===== src/rtl/wptr_full_ctrl.sv =====
// Write-side pointer and flag controller for an asynchronous FIFO: write pointer
// (binary and Gray), read-pointer synchronizer, full/almost-full, occupancy, overflow.
module wptr_full_ctrl #(
  parameter int DATA_WIDTH   = 8,
  parameter int DEPTH        = 8,
  parameter int PTR_WIDTH    = 3,
  parameter int AFULL_THRESH = 6
) (
  input  logic               wclk,
  input  logic               w_rst,
  input  logic               wen,
  input  logic [PTR_WIDTH:0] g_rptr,
  input  logic               ovf_clr,
  output logic [PTR_WIDTH:0] b_wptr,
  output logic [PTR_WIDTH:0] g_wptr,
  output logic               full,
  output logic               almost_full,
  output logic [PTR_WIDTH:0] wlevel,
  output logic               overflow
);

  // The full comparison inverts the top two Gray bits, so at least two address bits are needed.
  if (DATA_WIDTH < 1 || PTR_WIDTH < 2 || DEPTH != (1 << PTR_WIDTH) ||
      AFULL_THRESH < 1 || AFULL_THRESH > DEPTH) begin : g_param_check
    $error("wptr_full_ctrl: inconsistent DEPTH/PTR_WIDTH/AFULL_THRESH/DATA_WIDTH");
  end

  localparam logic [PTR_WIDTH:0] AF_THRESH = AFULL_THRESH[PTR_WIDTH:0];
  localparam logic [PTR_WIDTH:0] PTR_ONE   = {{PTR_WIDTH{1'b0}}, 1'b1};

  logic [PTR_WIDTH:0] rq1_reg;
  logic [PTR_WIDTH:0] rq2_reg;
  logic [PTR_WIDTH:0] b_wptr_reg;
  logic [PTR_WIDTH:0] g_wptr_reg;
  logic               full_reg;
  logic               almost_full_reg;
  logic [PTR_WIDTH:0] wlevel_reg;
  logic               overflow_reg;

  logic               wr_accept;
  logic [PTR_WIDTH:0] b_next;
  logic [PTR_WIDTH:0] g_next;
  logic [PTR_WIDTH:0] rbin;
  logic [PTR_WIDTH:0] rq2_wrapped;
  logic               full_next;
  logic [PTR_WIDTH:0] wlevel_next;
  logic               almost_full_next;
  logic               overflow_next;

  // Two-flop synchronizer: the only consumer of the asynchronous read pointer.
  always_ff @(posedge wclk or posedge w_rst) begin
    if (w_rst) begin
      rq1_reg <= '0;
      rq2_reg <= '0;
    end else begin
      rq1_reg <= g_rptr;
      rq2_reg <= rq1_reg;
    end
  end

  // Gray-to-binary: each binary bit is the XOR of all Gray bits at or above it.
  for (genvar gi = 0; gi <= PTR_WIDTH; gi++) begin : g_rbin
    assign rbin[gi] = ^rq2_reg[PTR_WIDTH:gi];
  end

  assign rq2_wrapped = {~rq2_reg[PTR_WIDTH:PTR_WIDTH-1], rq2_reg[PTR_WIDTH-2:0]};

  always_comb begin
    wr_accept        = wen & ~full_reg;
    b_next           = wr_accept ? (b_wptr_reg + PTR_ONE) : b_wptr_reg;
    g_next           = b_next ^ (b_next >> 1);
    full_next        = (g_next == rq2_wrapped);
    wlevel_next      = b_next - rbin;
    almost_full_next = (wlevel_next >= AF_THRESH);
    overflow_next    = overflow_reg;
    // A fresh overflow takes priority over a coincident clear.
    if (wen && full_reg) begin
      overflow_next = 1'b1;
    end else if (ovf_clr) begin
      overflow_next = 1'b0;
    end
  end

  always_ff @(posedge wclk or posedge w_rst) begin
    if (w_rst) begin
      b_wptr_reg      <= '0;
      g_wptr_reg      <= '0;
      full_reg        <= 1'b0;
      almost_full_reg <= 1'b0;
      wlevel_reg      <= '0;
      overflow_reg    <= 1'b0;
    end else begin
      b_wptr_reg      <= b_next;
      g_wptr_reg      <= g_next;
      full_reg        <= full_next;
      almost_full_reg <= almost_full_next;
      wlevel_reg      <= wlevel_next;
      overflow_reg    <= overflow_next;
    end
  end

  assign b_wptr      = b_wptr_reg;
  assign g_wptr      = g_wptr_reg;
  assign full        = full_reg;
  assign almost_full = almost_full_reg;
  assign wlevel      = wlevel_reg;
  assign overflow    = overflow_reg;

endmodule


===== config.mk =====
export PLATFORM = sky130hd
export DESIGN_NAME = wptr_full_ctrl
export DESIGN_NICKNAME = d
export VERILOG_FILES = /design/src/rtl/wptr_full_ctrl.sv
export SDC_FILE = /design/constraint.sdc
export NUM_CORES = 1
export LEC_CHECK = 0
export ABC_CLOCK_PERIOD_IN_PS = 4400
export BUFFER_PORTS_ARGS = -buffer_cell sky130_fd_sc_hd__buf_4
export CAP_MARGIN = 5
export CORE_AREA = 2 2 67 56
export CTS_BUF_LIST = sky130_fd_sc_hd__clkbuf_4 sky130_fd_sc_hd__clkbuf_8 sky130_fd_sc_hd__clkbuf_16
export DETAILED_ROUTE_END_ITERATION = 8
export DIE_AREA = 0 0 69 58
export GPL_TIMING_DRIVEN = 0
export PLACE_DENSITY = 0.58
export SLEW_MARGIN = 5
export SYNTH_ARGS = -nofsm -noshare
export SYNTH_HDL_FRONTEND = slang
export SYNTH_SLANG_ARGS = --single-unit

===== constraint.sdc =====
create_clock -name wclk -period 4.4 [get_ports wclk]
set_clock_uncertainty 0.05 [all_clocks]
set_input_delay 0.22 -clock wclk [delete_from_list [all_inputs] [get_ports wclk]]
set_output_delay 0.22 -clock wclk [all_outputs]
set_load 0.01 [all_outputs]

==> run summary <==
Top-count cell post-synth = dfrtp_1
Design area = 1291 µm²
Bufs and invs on worst path = 1
Multi-input gate area = 362.8 µm²
Power share of the sequential group = 31.5%
Logic gate share of total power = 50.9%
Initial Utilization = 28.91%
Critical path cell sequence = ha_1, mux2i_2, inv_2, ha_1, a21o_1, a21oi_1, xnor3_1, a21o_1
Sw frac = 34.78%
FF+latch area = 550.5 µm²
Crit-path max FO = 6
Die area = 4002 µm²
Final period utilization = 56.48%
Max IR drop VDD = 0.0004024 V
Clk sink count = 22
Clock Latency Late Sink = 260 ps
Largest family of logic cells by synthesized area = XOR/XNOR gates
Die Span X = 69 µm
# resized after CTS = 0
Syn_nets = 85
Drt pass-1 iters = 2
Max Clock Freq = 402.4 MHz
Status = complete, no violations
FP Rows = 19
Area grow syn2layout = 34.20%
Internal Power = 0.6786 mW
GPL Wtd Cong = 0.6681
Largest net degree at the start of global routing = 23
Synth Area in Simple Gates = 6.632%
Worst hold path class = in2async
Filler Cell Count = 322
Total CTS buffers = 3
Slew margin rel. = 48.35%
DRC Markers = 0
Delay-heaviest family, CP = adder cells
Clk buf depth = 2
Adder-cell share of the synthesized area = 7.282%
Crit Path Category = reg2reg
Number of synthesized flops with an enable pin = 0
Cell count after synthesis = 72
Top-area cell type share of the netlist area = 57.22%
Final TNS setup = 0 ps
Minimum clock period = 2485 ps
Worst-Margin Slew = 774.0 ps
Leak = 0.6404 nW
Routed Wire Length = 1459 µm
H-tree depth = 1
Final setup violating endpoints = 0
Mux contribution to synthesized area = 3.511%
Post-synthesis sequential area ratio = 57.22%
Initial DRC count = 16
Clock transition at the registers of the reported paths = 80 ps
Avg Cell Area, Syn = 13.36 µm²
Cell variety after synth = 24
Total track usage = 8.795%
Vias per cell = 4.007
Nets@finish = 116
Post-synth ARST share = 100.0%
Core footprint = 3328 µm²
Yosys reg bits = 22
# IOs = 23
Synth cell count leaders = 22 x dfrtp_1, 10 x inv_1, 6 x xnor2_1, 4 x ha_1, 4 x nor2_1
Worst setup EP type = flip-flop
First-pass GRT wire length = 2628 µm
Worst EP arrival = 2590 ps
Layout cells sized above 1 = 31.37%
Post-CTS Hold Buffers = 0
Setup bufs post-CTS = 0
PD cells = 805.9 nW/µm²
Die Y = 58 µm
CTS tree = built
Area contributors post-synth = dfrtp_1 57%, xnor2_1 5.5%, ha_1 5.2%
DP Wirelength = 1113 µm
Critical path launch point type = flip-flop
Placed Area = 1180 µm²
Final Max Slew Viols = 0
Synth warnings = 0
Synth Flop Type = dfrtp_1
Max cap viols = 0
CP max-delay cell = dfrtp_1
Post-Synth XOR/XNOR Area = 16.25%
Sw power = 0.3619 mW
# diodes = 0
Largest stage delay, worst path = 460 ps
Clock power share = 17.6%
Post-synthesis compound-gate area fraction = 4.031%
Worst Path Required = 4510 ps
WL/cell = 10.13 µm
Fin. Hold Viols = 0
Vias = 577
Initial antenna violation count = 0
RSZ-0062 raised after global routing = no
Non-Filler Instances = 144
Root Driver = clkbuf_8
Input/output buffers = 22
Grt ovf = 0
Inst Count DP = 136
Yosys top cell by area = dfrtp_1
Antenna Nets Post-Route = 0
Number of global-route vias before repair = 586
Mapped Area = 962.2 µm²
[layer usage]
metal / share of wire [%] / GRT usage [%] / wire length (µm)
met1: 45 / 11.26 / 663
met2: 43 / 12.23 / 622
met3: 10 / 5.217 / 149
met5: 0 / 0 / 0
met4: 1.6 / 3.361 / 23
[final cells by class]
type                            count  share of cell area [%]
Clock inverter                      1                   2.326
Buffer                              1                  0.5814
Sequential cell                    22                   42.64
Timing Repair Buffer               26                   15.89
Multi-Input combinational cell     38                   28.10
Tap cell                           42                   4.070
Clock buffer                        3                   3.198
Inverter                           11                   3.198
[worst paths after layout]
check,startpoint,endpoint,slack [ps],cells after the start
worst min register to register,rq1_reg[2],rq2_reg[2],300,0
worst max register to register,b_wptr[0],almost_full,1910,8
max in group asynchronous,w_rst,b_wptr[3],3770,2
worst min-delay path,w_rst,wlevel[1],50,2
min in group wclk,ovf_clr,overflow,110,2
worst max-delay path,b_wptr[0],almost_full,1910,8
[worst reg2reg max path: stages, from the launching register on]
cell and delay [ps]:
dfrtp_1 460, ha_1 350, mux2i_2 410, inv_2 70
ha_1 300, a21o_1 150, a21oi_1 170, xnor3_1 270
a21o_1 170
[per-stage QoR]
step	power [mW]	utilization, %	setup slack [ps]	hold slack, ps
after floorplan	0.6888	-	2079	159.2
after global placement	0.8599	35.45	1946	279.0
after detailed placement	0.8694	35.45	1867	280.6
after CTS	1.061	37.59	1857	2.168
after global routing	1.135	38.80	1774	107.3
final	1.041	38.80	1915	49.44
[cell families after synthesis]
kind of cell,count (synthesis)
AOI/OAI and AO/OA,6
xor gates and xnor gates,13
adders and majority gates,5
buffers and inverters,12
DFF,22
muxes,3
and+or+nand+nor,11
[power groups by stage]
| stage | Clock [mW] | Sequential, mW | Combinational, mW |
|---|---|---|---|
| CTS | 0.190 | 0.329 | 0.542 |
| detailed placement | 0 | 0.332 | 0.538 |
| finish | 0.183 | 0.328 | 0.529 |
| global route | 0.201 | 0.339 | 0.595 |
| global placement | 0 | 0.331 | 0.528 |
| floorplan | 0 | 0.360 | 0.329 |
[cell usage in the layout, fill, tap and decap left out, drive strengths merged]
cell type,synthesis,layout
nand4,1,1
clkbuf,0,3
ha,4,4
nand2,2,2
bufinv,0,1
xor2,4,4
xnor3,2,2
dlygate4sd3,0,4
o21ai,2,2
buf,1,23
nor2,4,4
inv,11,11
o32ai,1,1
a21oi,1,1
xnor2,7,7
fa,1,1
or3,1,1
nand3b,2,2
a21o,2,2
dfrtp,22,22
mux2i,3,3
nor2b,1,1
Note: power is estimated with default switching activity, not from simulation.
